<file path="config.mk">
export PLATFORM = sky130hd
export DESIGN_NAME = sumador_serie_param
export DESIGN_NICKNAME = d
export VERILOG_FILES = /design/src/rtl/sumador_serie_param.sv
export SDC_FILE = /design/constraint.sdc
export NUM_CORES = 1
export LEC_CHECK = 0
export CAP_MARGIN = 20
export CORE_AREA = 2 2 53 67
export CTS_CLUSTER_SIZE = 14
export DETAILED_ROUTE_END_ITERATION = 16
export DIE_AREA = 0 0 55 69
export DONT_BUFFER_PORTS = 1
export PLACE_DENSITY = 0.8
export SLEW_MARGIN = 15
export SYNTH_ARGS = -nofsm -noshare
export SYNTH_HDL_FRONTEND = slang
export SYNTH_SLANG_ARGS = --single-unit
</file>
<file path="constraint.sdc">
create_clock -name CLK -period 2.74 [get_ports CLK]
set_clock_uncertainty 0.2 [all_clocks]
set_input_delay 0.274 -clock CLK [delete_from_list [all_inputs] [get_ports CLK]]
set_output_delay 0.274 -clock CLK [all_outputs]
set_load 0.02 [all_outputs]
</file>
<file path="src/rtl/sumador_serie_param.sv">
// Digit-serial add/subtract unit: WIDTH-bit operands, DIGIT bits per cycle,
// LSB digit first, with start/done handshake and signed-overflow flag.
module sumador_serie_param #(
    parameter int WIDTH = 8,
    parameter int DIGIT = 2
) (
    input  logic             CLK,
    input  logic             RST,
    input  logic             START,
    input  logic [WIDTH-1:0] A,
    input  logic [WIDTH-1:0] B,
    input  logic             CARRY_IN,
    input  logic             SUB,
    output logic             BUSY,
    output logic             DONE,
    output logic [WIDTH-1:0] SUM,
    output logic             CARRY_OUT,
    output logic             OVERFLOW
);

    localparam int N  = WIDTH / DIGIT;
    localparam int CW = (N > 1) ? $clog2(N) : 1;

    localparam logic [1:0] IDLE = 2'd0;
    localparam logic [1:0] RUN  = 2'd1;
    localparam logic [1:0] FIN  = 2'd2;

    logic [1:0]       state;
    logic [WIDTH-1:0] a_r;
    logic [WIDTH-1:0] b_r;
    logic [WIDTH-1:0] res_r;
    logic [WIDTH-1:0] res_nx;
    logic             carry_r;
    logic [CW-1:0]    cnt;
    logic [DIGIT-1:0] dsum;
    logic             dcout;
    logic             dcmsb;
    logic             last;
    logic             accept;

    // Operand registers shift right so the active digit is always at bit 0.
    always_comb begin
        {dcout, dsum} = {1'b0, a_r[DIGIT-1:0]}
                      + {1'b0, b_r[DIGIT-1:0]}
                      + {{DIGIT{1'b0}}, carry_r};
        // Carry into the top bit of the digit, recovered from its sum bit.
        dcmsb = dsum[DIGIT-1] ^ a_r[DIGIT-1] ^ b_r[DIGIT-1];
        res_nx = res_r;
        res_nx[int'(cnt)*DIGIT +: DIGIT] = dsum;
    end

    assign last   = (cnt == CW'(N - 1));
    assign accept = START && ((state == IDLE) || (state == FIN));
    assign BUSY   = (state == RUN);
    assign DONE   = (state == FIN);

    always_ff @(posedge CLK) begin
        if (RST) begin
            state     <= IDLE;
            a_r       <= '0;
            b_r       <= '0;
            res_r     <= '0;
            carry_r   <= 1'b0;
            cnt       <= '0;
            SUM       <= '0;
            CARRY_OUT <= 1'b0;
            OVERFLOW  <= 1'b0;
        end else if (accept) begin
            state   <= RUN;
            a_r     <= A;
            b_r     <= B ^ {WIDTH{SUB}};
            carry_r <= SUB | CARRY_IN;
            cnt     <= '0;
        end else if (state == RUN) begin
            a_r     <= a_r >> DIGIT;
            b_r     <= b_r >> DIGIT;
            res_r   <= res_nx;
            carry_r <= dcout;
            cnt     <= cnt + CW'(1);
            if (last) begin
                state     <= FIN;
                SUM       <= res_nx;
                CARRY_OUT <= dcout;
                OVERFLOW  <= dcmsb ^ dcout;
            end
        end else begin
            state <= IDLE;
        end
    end

endmodule

</file>
# --- Word level (Yosys, flattened, before mapping) ---
# Index checks and enable logic that the tools add are counted.
op_classes:
  multipliers: 0
  n_shift: 2
  n_addsub: 4
  mux: 10
  eq_ne: 4
  bitwise_logic: 7
  reduce_logical: 8
  div: 0
  order_cmp: 0
ops:
  columns: ["op", "n"]
  rows:
  - ["negation 3 -> 33 bit", 1]
  - ["variable shift 2 x 33 -> 8 bit, first input constant", 1]
  - ["variable part select 2 x 33 -> 8 bit", 1]
  - ["2-to-1 mux 8 bit", 4]
  - ["bitwise mux 8 bit", 1]
  - ["bitwise XOR 8 bit", 1]
  - ["2-to-1 mux 1 bit", 5]
  - ["== test 2 bit, second input constant", 2]
  - ["adder 2 x 2 -> 3 bit", 1]
  - ["adder 3 x 1 -> 3 bit", 1]
  - ["!= test 3 x 1 -> 1 bit, second input constant", 1]
  - ["AND reduction 3 bit", 1]
  - ["OR reduction 3 bit", 1]
  - ["bitwise XOR 1 bit", 3]
  - ["adder 2 x 1 -> 2 bit, second input constant", 1]
  - ["== test 2 x 1 -> 1 bit, second input constant", 1]
  - ["zero test 2 bit", 1]
  - ["inverter 1 bit", 2]
  - ["AND reduction 2 bit", 1]
  - ["nonzero test 2 bit", 1]
  - ["OR reduction 2 bit", 1]
  - ["logical AND 1 bit", 1]
  - ["logical OR 1 bit", 1]
  - ["bitwise OR 1 bit", 1]
totals:
  word_cells: 45
  latchBits: 0
  romBits: 0
  mem_bits_rw: 0
  output_inout_bits: 12
  regBits: 39
  memories: 0

# --- Logic depth before layout (Yosys ltp) ---
# Gate-level depths: netlist (run 1).
depth:
  depth_word: 5
  mapped_depth: 6
  depth_no_buf: 5

# --- Worst setup path before layout (run 1) ---
# Ideal clock, no wire load.
synth_timing:
  kind: "reg2reg"
  start: "register a_r[0]"
  end: "register res_r[5]"
  period_less_slack_ns: 2.180
  stages_incl_launch_ff: 6
  slack_ns: 0.560
  path_buffers: 0
  required_ns: 2.454
  arrival_ns: 1.894
  path_cell_list: "dfxtp_1 -> fa_1 -> fa_1 -> nor4bb_1 -> mux2i_1 -> a211oi_1"
synth_via:
  elab_chain_cells: 4
synth_lines:
  columns: ["item", "line", "rtl"]
  rows:
  - ["start: declaration", "29", "logic [WIDTH-1:0] a_r;"]
  - ["start signal: assignment", "75", "a_r <= a_r >> DIGIT;"]
  - ["adder 2 x 2 -> 3 bit", "44", "+ {1'b0, b_r[DIGIT-1:0]}"]
  - ["adder 3 x 1 -> 3 bit", "45", "+ {{DIGIT{1'b0}}, carry_r};"]
  - ["variable part select 2 x 33 -> 8 bit", "49", "res_nx[int'(cnt)*DIGIT +: DIGIT] = dsum;"]
  - ["bitwise mux 8 bit", "49", null]
  - ["end signal: assignment", "77", "res_r <= res_nx;"]
  - ["end: declaration", "31", "logic [WIDTH-1:0] res_r;"]
# Every way passes these cells.
# A chain may end at the register's enable or synchronous reset.

# --- Final worst setup path (run 1) ---
# Same ends and word-level chain as after synthesis.

==> results.toml, run 1 <==
[yosys]
synth-simple-area-share_pct = 19.70
synthCells = 200
synth_mux_area_share_pct = 4.743
synth-xor-area-share_pct = 5.534
yosysWarnings = 0
avgSynthCellArea_sq_um = 9.497
syn_area_sq_um = 1899
yosysUniqueCellTypes = 37
synth-adder-area-share_pct = 6.061
synth-compound-area-share_pct = 15.42
synth_top_family_by_area = "simple AND/OR/NAND/NOR gates"
synth_nets = 229
synth_seq_cells = 39
seq_area_frac_synth_pct = 41.11

[setup_path]
ff2ff_setup_slack_ns = 0.39
crit_family = "adder cells"
slowest_stage = "fa_1"
critPathCaptureType = "flop"
cp-startpoint = "a_r[0]"
worstPathArrival_ns = 2.36
r2r-start = "a_r[0]"
crit_fanout = 6
critPathLaunchType = "flop"
critPathKind = "reg -> reg"
cp_cell_sequence = "fa_1 > fa_1 > nor4bb_1 > mux2i_1 > a211oi_1"
cpMostUsedCell = "fa_1"
worstSetupPathDepth = 5
cp_slowest_stage_delay_ns = 0.61
r2r_end = "res_r[5]"
required_ns = 2.76
crit_buf_inv = 0
reg2reg_depth = 5

[cells_and_area]
final_nets = 232
finalNonFillerCells = 241
diodes = 0
fin_area_sq_um = 2056
mostFrequentLayoutCells = "dfxtp_1 (39), nor2_1 (22), nor3_1 (14)"
layout-drive-gt1-share_pct = 7.843
area_growth_syn_to_layout_pct = 8.234
final_common_cell = "dfxtp_1"

[floorplanning]
initial_core_util_pct = 60.00
rows = 23
io_pins = 33
dieWidth_um = 55
die_y_um = 69
dieArea_sq_um = 3795
core_sq_um = 3166

[timing]
layout_min_cycle_time_ns = 2.346
setup_viol = 0
fmax_ghz = 0.4263
setup_tns_ns = 0
slew_headroom_pct = 53.50
tightest_slew_ns = 0.6974
timing.final.crit_share_pct = 85.61
rsz0062_at_grt = "false"
setup_ws_ns = 0.3943
maxSlewViolCount = 0
hold_violations = 0

[grt]
track_usage_pct = 21.77
grt_pass1_vias = 1449
grt_max_degree = 40
grt_first_pass_wirelength_um = 6092
antenna_found_initial = 0
grt_overflow = 0

[clock_tree]
clock-root-buffer = "clkbuf_8"
cts_htree_levels = 2
clock-sinks = 39
clk-insertion-delay-late_ns = 0.30
numCtsBuffers = 5
clk_pin_slew_worst_paths_ns = 0.07
cts_buffer_depth = 2
postCtsSetupRepairBufs = 0
cts_tree = "yes"

[route]
drtPass1Iterations = 4
drt_iter0_drc = 38
vias = 1460
routedWlPerCell_um = 15.61
drt_wl_total_um = 3761
vias_per_cell = 6.058
drcViolationCount = 0
antenna_left = 0

[placement]
dp.cells = 222
placement.io_buffers = 0
place_area_sq_um = 1836
hpwl_um = 2450
dpl_worst_slack_ns = 0.3624
gp_congestion = 0.7968

[power]
power.leakage_nw = 0.7322
p_per_area_nw_per_um2 = 607.6
finalPower_mw = 1.249
vdd_ir_drop_max_uv = 421.6

[hold_path]
min-delay-start = "A[5]"
whs_path_depth = 2
hold_end = "a_r[5]"
hold_class = "in -> reg"

[flow_run]
cap_violations = 0

[status]
status = "finished clean"
## power by group
part	internal, mW	total (mW)	switching (mW)	leakage [nW]
Clock	0.230	0.427	0.197	0.0515
Combinational	0.0886	0.196	0.108	0.362
Sequential	0.601	0.626	0.0253	0.319
Total	0.919	1.25	0.330	0.732
## per-layer routing
layer / global-route usage (%) / vias to the layer above / wire [um]
met3: 6.710 / 13 / 199
met4: 10.57 / 0 / 97
met5: 0 / - / 0
met1: 23.37 / 689 / 1442
met2: 36.64 / 42 / 2022
li1: - / 716 / -
## layout make-up
type	count	area, sq um
fill	265	1110
multi-input combinational	141	977.2
sequential	39	780.7
timing repair buffer	13	135.1
clock buffer	8	100.1
tap	37	46.29
inverter	3	16.27
## stage by stage
step	utilization (%)	hold slack [ns]
after floorplan	-	0.2440
after global placement	57.98	0.1466
after detailed placement	57.98	0.1479
after CTS	64.94	0.0002593
after global routing	64.94	0.02020
final	64.94	0.0008143
## worst max path at each step
stage          endpoint
6_report       res_r[5]
5_1_grt        res_r[5]
4_1_cts        res_r[5]
3_5_place_dp   res_r[5]
3_3_place_gp   res_r[5]
2_1_floorplan  res_r[5]
## cells by family after synthesis
family,after synthesis
AO/OA/AOI/OAI,41
flip-flops,39
XOR/XNOR,12
multiplexers,9
adder cells (fa/ha/maj),8
AND/OR/NAND/NOR,71
buffers and inverters,20
## Yosys cell counts (all sizes together)
| library cell | count | share of area [%] |
|---|---|---|
| a211oi | 13 | 5.1 |
| a21oi | 9 | 2.4 |
| a22oi | 6 | 2.4 |
| a311oi | 7 | 3.6 |
| a31oi | 1 | 0.33 |
| and2b | 1 | 0.40 |
| and3b | 1 | 0.46 |
| and4b | 2 | 1.1 |
| and4bb | 2 | 1.3 |
| buf | 13 | 5.7 |
| clkbuf | 4 | 0.86 |
| clkinv | 1 | 0.46 |
| dfxtp | 39 | 41 |
| fa | 2 | 2.1 |
| ha | 6 | 4.0 |
| inv | 2 | 0.40 |
| mux2i | 9 | 4.7 |
| nand2 | 11 | 2.3 |
| nand2b | 2 | 0.66 |
| nand3 | 9 | 2.4 |
| nand3b | 1 | 0.40 |
| nor2 | 22 | 4.3 |
| nor2b | 3 | 0.99 |
| nor3 | 14 | 3.7 |
| nor3b | 1 | 0.66 |
| nor4bb | 2 | 1.1 |
| o21a | 1 | 0.40 |
| o21ai | 1 | 0.26 |
| o22ai | 3 | 0.99 |
| xnor2 | 4 | 1.8 |
| xor2 | 8 | 3.7 |
## flip-flops by register name, summed over array words and instances, names as in the netlist
| name | flops |
|---|---|
| a_r | 8 |
| cnt | 2 |
| b_r | 8 |
| state | 2 |
| CARRY_OUT | 1 |
| res_r | 8 |
| carry_r | 1 |
| OVERFLOW | 1 |
| SUM | 8 |
## repair_timing
| action | CTS | global route |
|---|---|---|
| endpoints found under the hold margin | 39 | 0 |
| setup endpoints to repair | 0 | 0 |
| hold buffers | 11 | 0 |
| gates resized for setup | 0 | 0 |
## worst reg2reg max path, stage by stage (launching register included)
cell and delay (ns):
dfxtp_1 0.33, fa_1 0.44, fa_1 0.61, nor4bb_1 0.31
mux2i_1 0.15, a211oi_1 0.23
Note: power is estimated with default switching activity, not from simulation.
==> run 2, diff against run 1 <==
--- a/config.mk
+++ b/config.mk
@@ -6,12 +6,12 @@
 export NUM_CORES = 1
 export LEC_CHECK = 0
 export CAP_MARGIN = 20
-export CORE_AREA = 2 2 53 67
+export CORE_AREA = 2 2 64 82
 export CTS_CLUSTER_SIZE = 14
 export DETAILED_ROUTE_END_ITERATION = 16
-export DIE_AREA = 0 0 55 69
+export DIE_AREA = 0 0 66 84
 export DONT_BUFFER_PORTS = 1
-export PLACE_DENSITY = 0.8
+export PLACE_DENSITY = 0.58
 export SLEW_MARGIN = 15
 export SYNTH_ARGS = -nofsm -noshare
 export SYNTH_HDL_FRONTEND = slang
==> run 2 against run 1 <==
Net effect: non-clock buffer count grew 2; total power rose by 4.2%; maximum frequency rose by 0.46%; die area is 46% higher.
==> results.toml, run 2 (synthesis results as in run 1) <==
[placement]
place_area_sq_um = 1867
hpwl_um = 2290
gp_congestion = 0.6790
placement.io_buffers = 0
dp.cells = 247
dpl_worst_slack_ns = 0.3805

[cells_and_area]
final_nets = 234
final_common_cell = "dfxtp_1"
mostFrequentLayoutCells = "dfxtp_1 (39), nor2_1 (22), nor3_1 (14)"
num-fill-cells = 516
area_growth_syn_to_layout_pct = 11.59
diodes = 0
layout-drive-gt1-share_pct = 8.252
fin_area_sq_um = 2120
finalNonFillerCells = 268

[grt]
grt_overflow = 0
antenna_found_initial = 0
grt_max_degree = 40
grt_first_pass_wirelength_um = 6430
grt_pass1_vias = 1389
track_usage_pct = 14.72

[clock_tree]
postCtsSetupRepairBufs = 0
clk-insertion-delay-late_ns = 0.29
clock-root-buffer = "clkbuf_8"
cts_buffer_depth = 2
clk_pin_slew_worst_paths_ns = 0.08
cts_tree = "yes"
postCtsResizedCells = 0
numCtsBuffers = 5
cts_htree_levels = 2
clock-sinks = 39

[setup_path]
critPathLaunchType = "flop"
cp_slowest_stage_delay_ns = 0.61
crit_fanout = 6
critPathCaptureType = "flop"
crit_buf_inv = 0
cp_cell_sequence = "fa_1 > fa_1 > nor4bb_1 > mux2i_1 > a211oi_1"
worstPathArrival_ns = 2.35
required_ns = 2.75
slowest_stage = "fa_1"
cpMostUsedCell = "fa_1"
critPathKind = "reg -> reg"
crit_family = "adder cells"

[floorplanning]
rows = 29
io_pins = 33
dieArea_sq_um = 5544
dieWidth_um = 66
die_y_um = 84
core_sq_um = 4862
initial_core_util_pct = 39.06

[route]
drtPass1Iterations = 5
antenna_left = 0
routedWlPerCell_um = 13.85
drcViolationCount = 0
vias = 1419
drt_wl_total_um = 3711
vias_per_cell = 5.295
drt_iter0_drc = 60

[power]
switching_share_pct = 26.01
p_int_mw = 0.9633
p_per_area_nw_per_um2 = 614.2
clockPowerShare_pct = 36.8
seq_power_share_pct = 48.0
switchingPower_mw = 0.3386
power.leakage_nw = 0.7488
combPwrFrac_pct = 15.2
vdd_ir_drop_max_uv = 416.6

[timing]
timing.final.crit_share_pct = 85.22
tightest_slew_ns = 0.7337
rsz0062_at_grt = "false"
hold_violations = 0
slew_headroom_pct = 51.09
fmax_ghz = 0.4283
setup_viol = 0
layout_min_cycle_time_ns = 2.335
maxSlewViolCount = 0
setup_ws_ns = 0.4051
setup_tns_ns = 0

[hold_path]
hold_class = "in -> reg"

[flow_run]
cap_violations = 0

[status]
status = "finished clean"
## run 2: cell types whose count changed in the layout (fill, tap and decap cells not counted), sizes merged
cell	change
clkbuf	-3
clkinv	+2
dlygate4sd3	+2
bufinv	+1
## run 2: cell type report
class,count,area (sq um),area share [%]
inverter,3,16.27,0.7674
clock inverter,3,43.79,2.066
clock buffer,5,68.82,3.247
tap,62,77.57,3.660
timing repair buffer,15,155.1,7.320
multi-input combinational,141,977.2,46.10
sequential,39,780.7,36.84
## run 2: per-layer routing
layer	up-vias	track usage [%]	routed length (um)
met5	-	0	0
met4	0	5.566	60
met1	647	17.34	1613
met3	6	4.453	201
met2	38	24.70	1836
li1	728	-	-
## run 2: repair_timing
action | 4_1_cts | 5_1_grt
hold buffers | 13 | 0
endpoints found under the setup margin | 0 | 0
hold endpoints to repair | 39 | 0
## run 2: power groups by stage
stage          Clock (mW)  Sequential (mW)  Combinational, mW
5_1_grt             0.513            0.629              0.224
6_report            0.479            0.624              0.198
3_5_place_dp            0            0.637              0.170
2_1_floorplan           0            0.630              0.169
4_1_cts             0.496            0.624              0.199
3_3_place_gp            0            0.637              0.168
## run 2: worst paths after layout
path / start / to / slack, ns / cells past startpoint
setup / recovery: a_r[0] / res_r[5] / 0.41 / 5
hold / removal: CARRY_IN / carry_r / 0.02 / 2
setup reg to reg: a_r[0] / res_r[5] / 0.41 / 5
hold reg to reg: b_r[6] / b_r[6] / 0.27 / 2
## run 2: metrics by stage
step	util [%]	hold slack, ns	power (mW)
2_1_floorplan	-	0.2440	0.7995
3_3_place_gp	38.39	0.1501	0.8046
3_5_place_dp	38.39	0.1483	0.8074
4_1_cts	43.59	0.01169	1.320
5_1_grt	43.59	0.06787	1.366
6_report	43.59	0.01591	1.302
==> edit (config.mk and constraints of run 1) <==
Make the reset (`RST`) asynchronous in one clocked block.
--- a/src/rtl/sumador_serie_param.sv
+++ b/src/rtl/sumador_serie_param.sv
@@ -54,7 +54,7 @@
     assign BUSY   = (state == RUN);
     assign DONE   = (state == FIN);
 
-    always_ff @(posedge CLK) begin
+    always_ff @(posedge CLK or posedge RST) begin
         if (RST) begin
             state     <= IDLE;
             a_r       <= '0;
Behaviour: differs if RST is asserted again (counterexample within 4 cycles, from zero or initial values and one cycle with RST high); with RST held inactive, the same outputs for 10 cycles.
==> edit against run 1 <==
  * Core utilization increased by 6.6 points
  * Worst setup slack got worse by 110 ps
  * Via count decreased by 8.5%
  * Design area increased by 10%
  * Synthesized area increased by 5.6%
  * Sequential share of layout area increased by 5.1 points
  * Worst hold slack improved by 22 ps
  * Synthesized cell count decreased by 13%
  * Routed wire length decreased by 1.2%
  * Count of clock-buffer cells in the layout decreased by 2
  * Sequential cell count unchanged
  * Critical path type unchanged
  * Critical endpoint is now SUM[5]$_DFFE_PP0P_
  * Largest cell class is now flip-flops and latches
Power is not compared: it rests on default switching activity, and its combinational part moved more than twofold at a synthesized area within 25%.
==> edit: results (changes against run 1) <==
Outcome
  – Status: completed

Synthesis
  – Top post-synthesis cells by area: dfrtp_1 49%, mux2i_1 9.0%, mux2_4 4.5%
  – Syn_area_per_cell: 11.5 sq um (+21%)
  – Register area share after synthesis: 48.7% (+7.6 points)
  – Post-synth net total: 204 (-11%)
  – Ys Warns: 0 (unchanged)
  – Async S/R FF share, synth: 100% (+100 points)
  – Commonest cells post-synth: 39 x dfrtp_1, 18 x mux2i_1, 17 x nand2_1
  – Netlist cell types: 31 (-16%)

Finish
  – Finished Layout Cells: 232 (-3.7%)
  – ClkCell Share: 3.76% (-1.1 points)
  – Non-CTS inverters: 4 (+1)
  – Post-layout net count: 223 (-3.9%)
  – Fraction of layout instances using a drive strength above 1: 12.3% (+4.5 points)
  – Multi-input combinational cell area: 938 sq um (-4.0%)
  – Number of non-clock buffers: 20 (+7)
  – Fillers: 235 (-11%)
  – Layout clock buffer count: 6 (-2)
  – Register share of the cell area: 43.1% (+5.1 points)
  – Multi-input gate count: 124 (-12%)
  – Layout area overhead: 12.9%
  – Buffer share of cell area: 8.40% (+1.8 points)

Detailed routing
  – Routed wire per std cell: 16.0 microns (+2.7%)
  – Routed vias: 1336 (-8.5%)
  – Initial DRC count: 17 (-55%)

Hold path
  – Hold Path Class: in2reg
  – Hold Crit Depth: 3 (+1)

Global route
  – GRT Total Usage: 23.2% (+1.4 points)
  – First-pass GRT wire length: 6.35 mm (+4.2%)
  – Vias in the first global route: 1443 (-0.41%)
  – Pin count of the biggest net entering global routing: 25 (-38%)

Placement
  – Placed Cells: 208 (-6.3%)
  – Setup WS pre-CTS: 292 ps (-70.5 ps)
  – RePlAce Congestion: 0.800 (+0.45%)
  – Post-DP Area: 2020 sq um (+10%)
  – HPWL Detailed: 2.66 mm (+8.5%)

STA
  – Slew @ Worst Pin: 875 ps (+178 ps)

Clock network
  – Cts repair resizes: 0 (unchanged)
  – CTS sink cnt: 39 (unchanged)

Critical path
  – Worst Path Arrival: 2480 ps (+120 ps)
  – CP top delay family: adder cells

Pwr
  – Switching power share of the total: between 40% and 50%
edit: worst register-to-register path, delay by kind of cell, from the launching register on:
| kind | cells | cell delay, ps |
|---|---|---|
| compound gates | 1 | 180 |
| fa+ha+maj | 2 | 1060 |
| flops | 1 | 410 |
| mux | 1 | 160 |
| simple gates | 1 | 380 |
edit: final timing paths:
kind / slack [ps] / end / startpoint
max: 280 / SUM[5]$_DFFE_PP0P_ / a_r[0]$_DFFE_PP0P_
max in group asynchronous: 1280 / SUM[4]$_DFFE_PP0P_ / RST
min in group asynchronous: 400 / state[0]$_DFFE_PP0P_ / RST
min reg2reg: 310 / res_r[0]$_DFFE_PP0P_ / res_r[0]$_DFFE_PP0P_
max reg2reg: 280 / SUM[5]$_DFFE_PP0P_ / a_r[0]$_DFFE_PP0P_
min: 20 / carry_r$_DFFE_PP0P_ / CARRY_IN
edit: per-layer routing:
layer | GRT usage [%] | share of wire (%) | vias up
li1 | - | - | 645
met1 | 25.0 | 39 | 660
met2 | 40.1 | 55 | 25
met3 | 7.36 | 3.9 | 6
met4 | 8.67 | 1.7 | 0
met5 | 0 | 0 | -
edit: timing repair:
action,4_1_cts,5_1_grt
endpoints found under the hold margin,36,0
setup endpoints to repair,0,0
hold buffers,16,0
edit: cell families after synthesis:
| family | count (synthesis) | synth area share (%) |
|---|---|---|
| xor gates and xnor gates | 11 | 4.80 |
| and+or+nand+nor | 47 | 12.7 |
| buffers and inverters | 12 | 4.55 |
| AOI/OAI and AO/OA | 33 | 9.54 |
| muxes | 25 | 14.0 |
| DFF | 39 | 48.7 |
| adders and majority gates | 8 | 5.74 |
